[src/rtl/video_timing_pattern_gen.sv]
// Raster timing and test-pattern source feeding tmds_tx.
// Produces hsync/vsync/de and 24-bit RGB test patterns in the pixel clock domain.
// Timing is parameterised; the defaults give CEA 1280x720p60.
//
// Ports:
//   clk          pixel clock
//   rst          synchronous reset, active-high
//   pattern      pattern select: 00 bars, 01 ramp, 10 checker, 11 grey
//                (latched at frame boundary and during reset)
//   hsync/vsync  syncs, active level HS_POL / VS_POL
//   de           data enable, high in the active area
//   red/green/blue  pixel colour, zero outside the active area
//   hcount/vcount   coordinates of the pixel currently on the outputs
//   frame_start  one-clock pulse with pixel (0,0)
// All outputs are registered and mutually aligned, one clock behind the counters.
module video_timing_pattern_gen #(
  parameter int H_ACTIVE = 1280,
  parameter int H_FP     = 110,
  parameter int H_SYNC   = 40,
  parameter int H_BP     = 220,
  parameter int V_ACTIVE = 720,
  parameter int V_FP     = 5,
  parameter int V_SYNC   = 5,
  parameter int V_BP     = 20,
  parameter bit HS_POL   = 1'b1,
  parameter bit VS_POL   = 1'b1
) (
  input  logic        clk,
  input  logic        rst,
  input  logic [1:0]  pattern,
  output logic        hsync,
  output logic        vsync,
  output logic        de,
  output logic [7:0]  red,
  output logic [7:0]  green,
  output logic [7:0]  blue,
  output logic [11:0] hcount,
  output logic [11:0] vcount,
  output logic        frame_start
);

  localparam int H_TOTAL  = H_ACTIVE + H_FP + H_SYNC + H_BP;
  localparam int V_TOTAL  = V_ACTIVE + V_FP + V_SYNC + V_BP;
  localparam int HS_START = H_ACTIVE + H_FP;
  localparam int HS_END   = H_ACTIVE + H_FP + H_SYNC;
  localparam int VS_START = V_ACTIVE + V_FP;
  localparam int VS_END   = V_ACTIVE + V_FP + V_SYNC;
  localparam int BAR_W    = H_ACTIVE / 8;

  typedef enum logic [1:0] {
    PAT_BARS    = 2'b00,
    PAT_RAMP    = 2'b01,
    PAT_CHECKER = 2'b10,
    PAT_GREY    = 2'b11
  } pattern_e;

  logic [11:0] h, v;
  logic [11:0] bar_pos;
  logic [2:0]  bar_idx;
  pattern_e    pat_q;

  logic        h_end, v_end;
  logic        active, hs_act, vs_act;
  logic [23:0] rgb_n;

  assign h_end = (h == 12'(H_TOTAL - 1));
  assign v_end = (v == 12'(V_TOTAL - 1));

  always_comb begin
    active = (h < 12'(H_ACTIVE)) && (v < 12'(V_ACTIVE));
    hs_act = (h >= 12'(HS_START)) && (h < 12'(HS_END));
    // v only changes on the h wrap, so vsync edges land on h=0
    vs_act = (v >= 12'(VS_START)) && (v < 12'(VS_END));
    rgb_n  = '0;
    if (active) begin
      unique case (pat_q)
        PAT_BARS: begin
          unique case (bar_idx)
            3'd0: rgb_n = 24'hFFFFFF;
            3'd1: rgb_n = 24'hFFFF00;
            3'd2: rgb_n = 24'h00FFFF;
            3'd3: rgb_n = 24'h00FF00;
            3'd4: rgb_n = 24'hFF00FF;
            3'd5: rgb_n = 24'hFF0000;
            3'd6: rgb_n = 24'h0000FF;
            default: rgb_n = 24'h000000;
          endcase
        end
        PAT_RAMP:    rgb_n = {3{h[7:0]}};
        PAT_CHECKER: rgb_n = (h[5] ^ v[5]) ? 24'hFFFFFF : 24'h000000;
        default:     rgb_n = 24'h808080;
      endcase
    end
  end

  always_ff @(posedge clk) begin
    if (rst) begin
      h           <= '0;
      v           <= '0;
      bar_pos     <= '0;
      bar_idx     <= '0;
      pat_q       <= pattern_e'(pattern);
      hsync       <= ~HS_POL;
      vsync       <= ~VS_POL;
      de          <= 1'b0;
      red         <= '0;
      green       <= '0;
      blue        <= '0;
      hcount      <= '0;
      vcount      <= '0;
      frame_start <= 1'b0;
    end else begin
      // raster counters
      if (h_end) begin
        h <= '0;
        v <= v_end ? '0 : v + 12'd1;
      end else begin
        h <= h + 12'd1;
      end

      // bar index tracks h by counting bar widths, avoiding a divider;
      // past the active area it wraps harmlessly since de masks the colour
      if (h_end) begin
        bar_pos <= '0;
        bar_idx <= '0;
      end else if (bar_pos == 12'(BAR_W - 1)) begin
        bar_pos <= '0;
        bar_idx <= bar_idx + 3'd1;
      end else begin
        bar_pos <= bar_pos + 12'd1;
      end

      if (h_end && v_end)
        pat_q <= pattern_e'(pattern);

      hsync       <= hs_act ? HS_POL : ~HS_POL;
      vsync       <= vs_act ? VS_POL : ~VS_POL;
      de          <= active;
      red         <= rgb_n[23:16];
      green       <= rgb_n[15:8];
      blue        <= rgb_n[7:0];
      hcount      <= h;
      vcount      <= v;
      frame_start <= (h == '0) && (v == '0);
    end
  end

endmodule

[config.mk]
export PLATFORM = sky130hd
export DESIGN_NAME = video_timing_pattern_gen
export DESIGN_NICKNAME = d
export VERILOG_FILES = /design/src/rtl/video_timing_pattern_gen.sv
export SDC_FILE = /design/constraint.sdc
export NUM_CORES = 1
export LEC_CHECK = 0
export BUFFER_PORTS_ARGS = -buffer_cell sky130_fd_sc_hd__buf_2
export CAP_MARGIN = 10
export CORE_UTILIZATION = 35
export CTS_BUF_LIST = sky130_fd_sc_hd__clkbuf_8
export DETAILED_ROUTE_END_ITERATION = 10
export REMOVE_ABC_BUFFERS = 1
export SLEW_MARGIN = 20
export SYNTH_ARGS = -nofsm -noshare
export SYNTH_HDL_FRONTEND = slang
export SYNTH_SLANG_ARGS = --single-unit
export TNS_END_PERCENT = 30
[constraint.sdc]
create_clock -name clk -period 5.6 [get_ports clk]
set_input_delay 0.56 -clock clk [delete_from_list [all_inputs] [get_ports clk]]
set_output_delay 0.56 -clock clk [all_outputs]
set_load 0.05 [all_outputs]
### Word level (Yosys, flattened, before mapping)

Cells that the tools add are included.

* input bits: 4
* register bits after elaboration: 93
* output and inout bits: 52

* muxes and demuxes: 8
* eq/ne operators: 11
* $lt $le $gt $ge: 6
* bitwise logic cells: 2
* add/subtract/negate cells: 4
* reductions and logical operators: 13

Operators with widths (count)
* $pmux 24 s7: 1
* $pmux 24 s3: 1
* $add 12x1->12 const B: 3
* $logic_not 12->1: 2
* $lt 12x10->1 const B: 2
* $lt 12x11->1 const B: 2
* $mux 24: 1
* $eq 12x10->1 const B: 1
* $eq 12x11->1 const B: 1
* $eq 12x8->1 const B: 1
* $ge 12x10->1 const B: 1
* $ge 12x11->1 const B: 1
* $mux 12: 1
* $eq 3x3->1 const B: 3
* $eq 3x2->1 const B: 2
* $logic_and 1x1->1: 5
* $mux 2: 2
* $reduce_or 2->1: 2
* $add 3x1->3 const B: 1
* $eq 3x1->1 const B: 1
* $logic_not 3->1: 1
* $reduce_or 3->1: 1
* $eq 2x1->1 const B: 1
* $eq 2x2->1 const B: 1
* other kinds (5): 6

### Depth between registers and ports, before layout

Gate-level depths: netlist (run 1).

* word-level depth: 4
* depth in mapped cells: 9

### Least setup slack after synthesis (run 1)

OpenSTA, ideal clock, no wires.

* path type: register to register
* start point: register h[7]
* end point: register pat_q[0] (enable)
* stages on the path, launching flop included: 7
* clock period less this slack: 2.166 ns
* data required time: 5.291 ns
* data arrival time: 1.857 ns
* setup slack: 3.434 ns
* path through: dfxtp_1 > buf_6 > or4_4 > or3_1 > buf_2 > o21ai_0 > buf_2

* word-level cells in the longest chain between the ends: 3

Ends and longest elaborated chain
* start, declared: RTL line 57 `logic [11:0] h, v;`
* start signal, assigned: RTL line 118 `h <= h + 12'd1;`
* $eq 12x11->1: RTL line 66 `assign h_end = (h == 12'(H_TOTAL - 1));`
* $logic_and 1x1->1: RTL line 133 `if (h_end && v_end)`
* $reduce_bool 2->1 (no source line)
* end signal, assigned: RTL line 102 `pat_q <= pattern_e'(pattern);`
* end signal, assigned: RTL line 134 `pat_q <= pattern_e'(pattern);`
* end, declared: RTL line 60 `pattern_e pat_q;`

No other way between the ends.
A chain may end at the register's enable or synchronous reset.

### Worst setup path after layout (run 1)

* start point: register h[7]
* end point: register v[10]

* word-level cells in the longest chain between the ends: 1

Ends and longest elaborated chain
* $eq 12x11->1: RTL line 66
* end signal, assigned: RTL line 116 `v <= v_end ? '0 : v + 12'd1;`
* end, declared: RTL line 57

No other way between the ends.

==> implementation parameters, run 1 <==
Parameter                              Value

Status
  Run status ... finished, final reports clean

Critical path
  CP Buf/Inv Count ... 1
  Depth of the worst register-to-register path ... 5
  Delay-heaviest family, CP ... simple AND/OR/NAND/NOR gates
  Kind of critical path ... reg -> reg
  Critical path, cell by cell ... or4_4, or3_1, o21ai_0, buf_4, a21oi_1
  Instance count on the critical path ... 5
  CP Data Required Time ... between 5 and 6 ns
  Arrival time of data at the critical path endpoint ... about 2.9 ns
  Type of element launching the critical path ... flip-flop
  Crit-path slowest cell ... sky130_fd_sc_hd__or3_1
  Capturing element type of the critical path ... flip-flop
  Highest cell delay on the worst timing path ... 0.68 ns
  Peak fanout along the critical path ... 25

Yosys
  Flip-flop and latch count after synthesis ... 93
  Number of distinct library cell variants in the gate-level netlist after synthesis ... 36
  Biggest area consumer among synthesized cells ... sky130_fd_sc_hd__dfxtp_1
  Syn Inst Count ... approximately 380
  Mean instance size in the synthesized netlist ... 9.34 µm²
  Post-synthesis instance area ... approximately 3500 µm²
  Synth area leaders ... sky130_fd_sc_hd__dfxtp_1 (52%), sky130_fd_sc_hd__a21oi_1 (6.0%), sky130_fd_sc_hd__nor2_1 (5.0%)
  Fraction of the yosys area taken by sequential cells ... a little over half
  YS warnings ... 0
  Top-area cell type share of the netlist area ... 51.7%

Clock tree
  Clock transition time at the flip-flop clock pins of the worst setup and hold paths ... ~0.09 ns
  Number of buffers inserted to repair setup after CTS ... 0
  Clk sinks ... just over 90
  CTS Buffer Depth ... 2
  Clock network latency to the later pin of the worst-skew pair ... ~0.37 ns
  CTS Root Buffer Type ... sky130_fd_sc_hd__clkbuf_8
  # hold bufs at CTS ... 0
  H-Tree Depth ... 3
  Cts bufs inserted ... 9
  Number of resized instances in the post-cts repair step ... 0
  CTS tree ... yes

Power
  Leak Pwr ... roughly 0.0017 µW
  Share of power burned in registers ... approximately half
  Share of power burned in the clock network ... between 40 and 50%
  Switching power ... approximately 300 µW
  Worst supply voltage drop on vdd ... roughly 0.00015 V
  Internal cell power ... about 1000 µW
  Combinational share of power ... ~6%
  Cell area power density ... between 300 and 400 nW/µm²
  Switching Share ... 22.0%

Timing
  Fin Clk Skew ... 0.0121 ns
  Worst-case headroom to the max-slew limit ... approximately 49%
  Share of the clock period used by the worst path after layout ... approximately 47%
  Final Max Tran Viols ... 0
  Minimum clock period after layout ... roughly 2.6 ns
  Max Clock Freq ... approximately 380 MHz
  Accumulated negative setup slack ... 0 ns
  Total of endpoints with negative setup slack in the final report ... 0
  Worst Max-Slew Pin Slew ... 0.768 ns
  Setup repair after global routing missed its margin ... false
  Final Hold Viols ... 0

Drt
  Detailed-router iteration count before antenna repair ... 4
  Vias post-DR ... around 2600
  Number of nets still failing antenna checks after routing ... 0
  Vias/cell ... 4.69
  WL per Instance ... 12.8 µm
  First DRT Iteration DRCs ... 94
  Post-route DRC ... 0
  Total detailed-routing wirelength ... 7210 µm

Floorplan
  Horizontal die dimension ... 102 µm
  CORE AREA ... around 9800 µm²
  Cell Rows ... 36
  Initial standard-cell utilization of the core ... a little over a third
  Die area ... 10500 µm²
  Number of top-level pins ... between 50 and 60
  Die extent in y ... ~100 µm

Hold path
  Min-Delay Path Class ... in -> reg
  Worst Hold Depth ... 1

Global routing
  Total congestion overflow ... 0
  Antenna violations before repair ... 0
  Via count of the first global-routing pass ... around 2400
  Wire length of the first global-routing pass ... approximately 12000 µm
  Total routing usage reported by global routing ... between 10% and 20%
  Pin count of the biggest net entering global routing ... 27

Place
  Number of buffer cells added on primary ports ... 55
  Cells after DPL ... around 550
  Global placer's final weighted congestion ... 0.796
  Detail Placement HPWL ... 4900 µm

Cells and area
  Nets ... 442
  Layout overhead on the synthesized area ... 18.2%
  Most frequent standard cell in the layout excluding fill and tap cells ... sky130_fd_sc_hd__dfxtp_1
  Most used cells in the layout excluding fill and tap cells ... sky130_fd_sc_hd__dfxtp_1 (91), sky130_fd_sc_hd__buf_2 (55), sky130_fd_sc_hd__nor2_1 (47)
  Final Instance Count excl. Fillers ... around 560
  Diodes inserted ... 0
  Layout cell share with drive strength beyond 1 ... between 10% and 20%

Job
  Number of maximum-capacitance violations ... 0
## registers in the layout, summed over array words and instances, names as in the netlist
| name | cells |
|---|---|
| pat_q | 2 |
| de | 1 |
| green | 8 |
| vcount | 12 |
| vsync | 1 |
| h | 12 |
| blue | 8 |
| bar_pos | 12 |
| hsync | 1 |
| hcount | 12 |
| v | 12 |
| bar_idx | 3 |
| frame_start | 1 |
| red | 8 |
## power by group through the flow
| stage | sequential, µW | combinational [µW] | clock [µW] |
|---|---|---|---|
| after floorplan | 735 | 24.1 | 0 |
| after global placement | 701 | 81.1 | 0 |
| after detailed placement | 702 | 81.4 | 0 |
| after CTS | 686 | 81.6 | 597 |
| after global routing | 689 | 88.8 | 624 |
| final | 686 | 80.5 | 580 |
## layer usage
metal	vias to the layer above	GRT usage (%)	wire [µm]
li1	1373	-	-
met3	7	4.58	350
met4	0	6.92	128
met2	65	22.5	3100
met5	-	0	0
met1	1194	21.1	3630
## cell usage after synthesis
master,n
sky130_fd_sc_hd__a21oi_1,42
sky130_fd_sc_hd__a22oi_1,1
sky130_fd_sc_hd__a31oi_1,1
sky130_fd_sc_hd__and3_1,7
sky130_fd_sc_hd__buf_1,1
sky130_fd_sc_hd__buf_2,5
sky130_fd_sc_hd__buf_6,1
sky130_fd_sc_hd__clkbuf_1,13
sky130_fd_sc_hd__dfxtp_1,91
sky130_fd_sc_hd__edfxtp_1,2
sky130_fd_sc_hd__ha_1,13
sky130_fd_sc_hd__inv_1,13
sky130_fd_sc_hd__mux2_2,1
sky130_fd_sc_hd__mux2i_1,1
sky130_fd_sc_hd__nand2_1,16
sky130_fd_sc_hd__nand2b_1,1
sky130_fd_sc_hd__nand3_1,16
sky130_fd_sc_hd__nand3_2,1
sky130_fd_sc_hd__nand3b_1,1
sky130_fd_sc_hd__nand4_1,6
sky130_fd_sc_hd__nor2_1,47
sky130_fd_sc_hd__nor2b_1,20
sky130_fd_sc_hd__nor3_1,8
sky130_fd_sc_hd__nor3b_1,4
sky130_fd_sc_hd__nor4_1,5
sky130_fd_sc_hd__nor4b_1,2
sky130_fd_sc_hd__o211ai_1,2
sky130_fd_sc_hd__o21ai_0,9
sky130_fd_sc_hd__o21ai_1,3
sky130_fd_sc_hd__o31ai_1,5
sky130_fd_sc_hd__or2_2,2
sky130_fd_sc_hd__or3_1,6
sky130_fd_sc_hd__or4_1,6
sky130_fd_sc_hd__or4_4,1
sky130_fd_sc_hd__xnor2_1,20
sky130_fd_sc_hd__xor2_1,4
## worst reg2reg max path, cell delays in order (launching register included)
cell	delay (ns)
sky130_fd_sc_hd__dfxtp_1	0.40
sky130_fd_sc_hd__or4_4	0.56
sky130_fd_sc_hd__or3_1	0.68
sky130_fd_sc_hd__o21ai_0	0.57
sky130_fd_sc_hd__buf_4	0.27
sky130_fd_sc_hd__a21oi_1	0.06
## kinds of logic after synthesis
logic type	count (synthesis)	synth area share, %
XOR/XNOR	24	5.97
flip-flops	93	53.4
AND/OR/NAND/NOR	149	21.9
multiplexers	2	0.604
buffers and inverters	33	3.91
AO/OA/AOI/OAI	63	9.56
adder cells (fa/ha/maj)	13	4.62
## cell type report
class	instances	area, µm²
inverter	13	48.8
sequential	93	1880
fill	962	5610
clock inverter	6	134
timing repair buffer	57	290
clock buffer	10	138
tap	133	166
multi-input combinational	251	1500
## stage by stage
| stage | setup slack, ns | utilization (%) | hold slack [ns] | total power (µW) | cell area [µm²] |
|---|---|---|---|---|---|
| 2_1_floorplan | 2.88 | - | 0.418 | 759 | 3430 |
| 3_3_place_gp | 3.05 | 39.8 | 0.430 | 782 | 3890 |
| 3_5_place_dp | 2.98 | 39.8 | 0.437 | 783 | 3890 |
| 4_1_cts | 2.97 | 42.6 | 0.359 | 1360 | 4160 |
| 5_1_grt | 2.76 | 42.6 | 0.365 | 1400 | 4160 |
| 6_report | 2.96 | 42.6 | 0.381 | 1350 | 4160 |
## worst paths after layout
| check | start | slack, ns | endpoint |
|---|---|---|---|
| worst min-delay path | pattern[1] | 0.38 | pat_q[1]$_DFFE_PP_ |
| worst max register to register | h[7]$_SDFF_PP0_ | 2.96 | v[10]$_SDFFE_PP0N_ |
| worst max-delay path | h[7]$_SDFF_PP0_ | 2.96 | v[10]$_SDFFE_PP0N_ |
| worst min register to register | bar_pos[0]$_SDFF_PP0_ | 0.45 | bar_pos[0]$_SDFF_PP0_ |
(Power assumes the default switching activity.)
==> run 2: changes to the inputs <==
--- a/config.mk
+++ b/config.mk
@@ -5,6 +5,7 @@
 export SDC_FILE = /design/constraint.sdc
 export NUM_CORES = 1
 export LEC_CHECK = 0
+export ABC_AREA = 1
 export BUFFER_PORTS_ARGS = -buffer_cell sky130_fd_sc_hd__buf_2
 export CAP_MARGIN = 10
 export CORE_UTILIZATION = 35
==> constraint.sdc (replaced) <==
create_clock -name clk -period 2.3 [get_ports clk]
set_input_delay 0.23 -clock clk [delete_from_list [all_inputs] [get_ports clk]]
set_output_delay 0.23 -clock clk [all_outputs]
set_load 0.05 [all_outputs]
==> run 2 against run 1 <==
Compared with the run above: sequential power increased by 140%; flip-flop and latch count stayed put; highest routed layer unchanged; combinational power rose to 2.8 times the previous value; total power up 120%; register-to-register slack worse by 2.5 ns; critical path depth up 2; clock power increased by 83%; hold slack lost 0.32 ns; sequential share of layout area is 2.5 points lower; utilization down 0.52 points; first-iteration DRC count increased by 150%.
==> implementation parameters, run 2 <==
Parameter                              Value

Timing
  Final Max Tran Viols ... 0 (unchanged)
  Max Clock Freq ... 531 MHz (+40%)
  Setup repair after global routing missed its margin ... false
  Worst Max-Slew Pin Slew ... 0.646 ns (-0.122 ns)
  Minimum clock period after layout ... 1.88 ns (-0.760 ns)
  Worst-case headroom to the max-slew limit ... 56.9% (+8.2 points)
  Share of the clock period used by the worst path after layout ... 81.9% (+35 points)
  Total of endpoints with negative setup slack in the final report ... 0 (unchanged)
  Accumulated negative setup slack ... 0 ns (unchanged)
  Fin Clk Skew ... 0.0182 ns (+0.00616 ns)
  Final Hold Viols ... 0 (unchanged)

Global routing
  Total congestion overflow ... 0 (unchanged)
  Global routing met2 resource utilization ... 23.2% (+0.73 points)
  Most utilized layer in the global route result ... met2
  Pin count of the biggest net entering global routing ... 30 (+11%)
  Global-route met3 utilization ... 3.80% (-0.78 points)
  Via count of the first global-routing pass ... 2830 (+17%)
  Wire length of the first global-routing pass ... 13300 µm (+9.8%)
  Met1 usage ... 19.8% (-1.3 points)
  Antenna violations before repair ... 0 (unchanged)
  Total routing usage reported by global routing ... 14.9% (-0.54 points)

Drt
  First DRT Iteration DRCs ... 232 (+150%)
  Number of nets still failing antenna checks after routing ... 0 (unchanged)
  Vias/cell ... 4.63 (-1.2%)
  WL per Instance ... 11.6 µm (-9.3%)
  Vias post-DR ... 3232 (+22%)
  Total detailed-routing wirelength ... 8110 µm (+12%)
  Detailed-router iteration count before antenna repair ... 4 (unchanged)
  Post-route DRC ... 0 (unchanged)

Clock tree
  H-Tree Depth ... 3 (unchanged)
  Clock transition time at the flip-flop clock pins of the worst setup and hold paths ... 0.10 ns (about the same)
  # hold bufs at CTS ... 0 (unchanged)
  Clock network latency to the later pin of the worst-skew pair ... 0.36 ns (about the same)
  Number of buffers inserted to repair setup after CTS ... 0 (unchanged)
  CTS Buffer Depth ... 2 (unchanged)
  CTS Root Buffer Type ... sky130_fd_sc_hd__clkbuf_8
  CTS tree ... yes
  Number of resized instances in the post-cts repair step ... 0 (unchanged)
  Clk sinks ... 93 (unchanged)
  Cts bufs inserted ... 9 (unchanged)

Critical path
  Peak fanout along the critical path ... 16 (-36%)
  Capturing element type of the critical path ... flip-flop
  Arrival time of data at the critical path endpoint ... 2.11 ns (-0.78 ns)
  CP Data Required Time ... 2.53 ns (-3.32 ns)
  Type of element launching the critical path ... flip-flop
  Kind of critical path ... reg -> reg
  Depth of the worst register-to-register path ... 7 (+2)

Floorplan
  CORE AREA ... 10500 µm² (+7.0%)
  Die area ... 11300 µm² (+8.1%)
  Die extent in y ... 106 µm (+4.0%)
  Cell Rows ... 37 (+2.8%)
  Initial standard-cell utilization of the core ... 36.5% (+0.42 points)
  Horizontal die dimension ... 106 µm (+4.0%)
  Number of top-level pins ... 56 (unchanged)

Status
  Run status ... finished, final reports clean

Yosys
  Syn Inst Count ... 500 (+33%)
  Mean instance size in the synthesized netlist ... 7.63 µm² (-18%)
  Fraction of synthesis flops using an asynchronous set or reset pin ... 0% (unchanged)
  Largest family of logic cells by synthesized area ... simple AND/OR/NAND/NOR gates
  Count of flip-flops with a built-in enable after synthesis ... 2 (unchanged)
  Flip-flop and latch count after synthesis ... 93 (unchanged)
  Post-synthesis xor/xnor area fraction ... 1.61% (-4.4 points)
  Dominant synthesized flop cell ... sky130_fd_sc_hd__dfxtp_1
  Most frequently used cell type in the post-synthesis netlist ... sky130_fd_sc_hd__nor2_1
  Top-area cell type share of the netlist area ... 47.8% (-4.0 points)
  Biggest area consumer among synthesized cells ... sky130_fd_sc_hd__dfxtp_1
  Post-synthesis instance area ... 3810 µm² (+8.3%)
  Cell types with the highest counts after synthesis ... sky130_fd_sc_hd__nor2_1 (123), sky130_fd_sc_hd__dfxtp_1 (91), sky130_fd_sc_hd__nand2_1 (80)
  Synth area leaders ... sky130_fd_sc_hd__dfxtp_1 (48%), sky130_fd_sc_hd__nor2_1 (12%), sky130_fd_sc_hd__nand2_1 (7.9%)
  Number of distinct library cell variants in the gate-level netlist after synthesis ... 34 (-5.6%)
  YS warnings ... 0 (unchanged)
  Fraction of the mapped netlist area in adder cells ... 4.27% (-0.35 points)
  Area fraction in compound gates after synthesis ... 7.25% (-2.3 points)
  Fraction of synthesized area in multiplexers ... 0% (-0.60 points)
  Synthesized-area fraction occupied by and/or/nand/nor cells ... 30.0% (+8.1 points)
  Fraction of the yosys area taken by sequential cells ... 49.3% (-4.1 points)

Job
  Number of maximum-capacitance violations ... 0 (unchanged)

Cells and area
  FF+latch area ... 1880 µm² (unchanged)
  Most frequent standard cell in the layout excluding fill and tap cells ... sky130_fd_sc_hd__nor2_1
  Diodes inserted ... 0 (unchanged)
  Core utilization of the finished layout ... 42.1% (-0.52 points)
  Final-layout fill cell count ... 1075 (+12%)
  Layout overhead on the synthesized area ... 15.4%
  Layout cell share with drive strength beyond 1 ... 16.5% (-1.6 points)
  Multi-input gate area ... 1650 µm² (+9.5%)
  Most used cells in the layout excluding fill and tap cells ... sky130_fd_sc_hd__nor2_1 (123), sky130_fd_sc_hd__dfxtp_1 (91), sky130_fd_sc_hd__nand2_1 (80)
  Nets ... 574 (+30%)

Place
  Detail Placement HPWL ... 6130 µm (+25%)
  Number of buffer cells added on primary ports ... 55 (unchanged)
  Global placer's final weighted congestion ... 0.863 (+8.4%)

Power
  Cell area power density ... 669 nW/µm² (+110%)
  Leak Pwr ... 0.00185 µW (+12%)
  Worst supply voltage drop on vdd ... 0.000342 V (+130%)

Hold path
  Worst Hold Depth ... 1 (unchanged)
  Min-Delay Path Class ... in -> reg
[run 2: cell count changes after synthesis, sizes merged, moves of 6 or more]
| cell | change |
|---|---|
| nand3 | +10 |
| nand2 | +65 |
| clkbuf | -11 |
| o21ai | +11 |
| a21oi | -18 |
| nor2b | -20 |
| xnor2 | -20 |
| inv | +47 |
| or4 | -7 |
| nor2 | +82 |
| or3 | -6 |
| and3 | -7 |
[run 2: layer usage]
metal  part of all wire (%)  wire length [µm]  vias up
li1                       -                 -     1684
met1                     48              3910     1439
met2                     44              3530      101
met3                    6.8               555        8
met4                    1.4               113        0
met5                      0                 0        -
[run 2: where the power goes]
group          total [µW]  internal, µW  switching [µW]
combinational         222          50.1             172
sequential           1670          1650            14.1
clock                1060           427             629
total                2940          2130             815
[run 2: path summary, 6_finish.rpt]
check	from	end	slack, ns
max	h[1]$_SDFF_PP0_	h[5]$_SDFF_PP0_	0.42
min	pattern[1]	pat_q[1]$_DFFE_PP_	0.06
max reg2reg	h[1]$_SDFF_PP0_	h[5]$_SDFF_PP0_	0.42
min reg2reg	bar_pos[0]$_SDFF_PP0_	bar_pos[0]$_SDFF_PP0_	0.46
[run 2: kinds of logic after synthesis]
logic type / after synthesis
AO/OA/AOI/OAI: 49
adder cells (fa/ha/maj): 13
buffers and inverters: 70
flip-flops: 93
XOR/XNOR: 7
AND/OR/NAND/NOR: 268
[run 2: cell type report]
| class | count | area share (%) |
|---|---|---|
| flip-flops and latches | 93 | 42.8 |
| repair buffers | 56 | 6.43 |
| clock inverters | 7 | 1.62 |
| inverters | 60 | 5.12 |
| clock buffers | 9 | 2.81 |
| well taps | 136 | 3.87 |
| multi-input cells | 337 | 37.4 |
[run 2: through the flow]
step | setup slack (ns) | hold slack (ns) | cells | instance area [µm²] | power [µW]
2_1_floorplan | 0.770 | 0.299 | 490 | 3750 | 1870
3_3_place_gp | 0.525 | 0.432 | 682 | 4210 | 1920
3_5_place_dp | 0.451 | 0.424 | 682 | 4210 | 1930
4_1_cts | 0.418 | 0.0527 | 698 | 4400 | 2980
5_1_grt | 0.241 | 0.0343 | 698 | 4400 | 3070
6_report | 0.417 | 0.0638 | 698 | 4400 | 2940
[run 2: worst max-delay path, stage by stage (launching register included)]
cell	delay [ns]
sky130_fd_sc_hd__dfxtp_1	0.34
sky130_fd_sc_hd__inv_1	0.12
sky130_fd_sc_hd__ha_1	0.19
sky130_fd_sc_hd__nand2_1	0.06
sky130_fd_sc_hd__nor2_1	0.14
sky130_fd_sc_hd__nand3_2	0.27
sky130_fd_sc_hd__nand2_1	0.51
sky130_fd_sc_hd__nor3_1	0.13
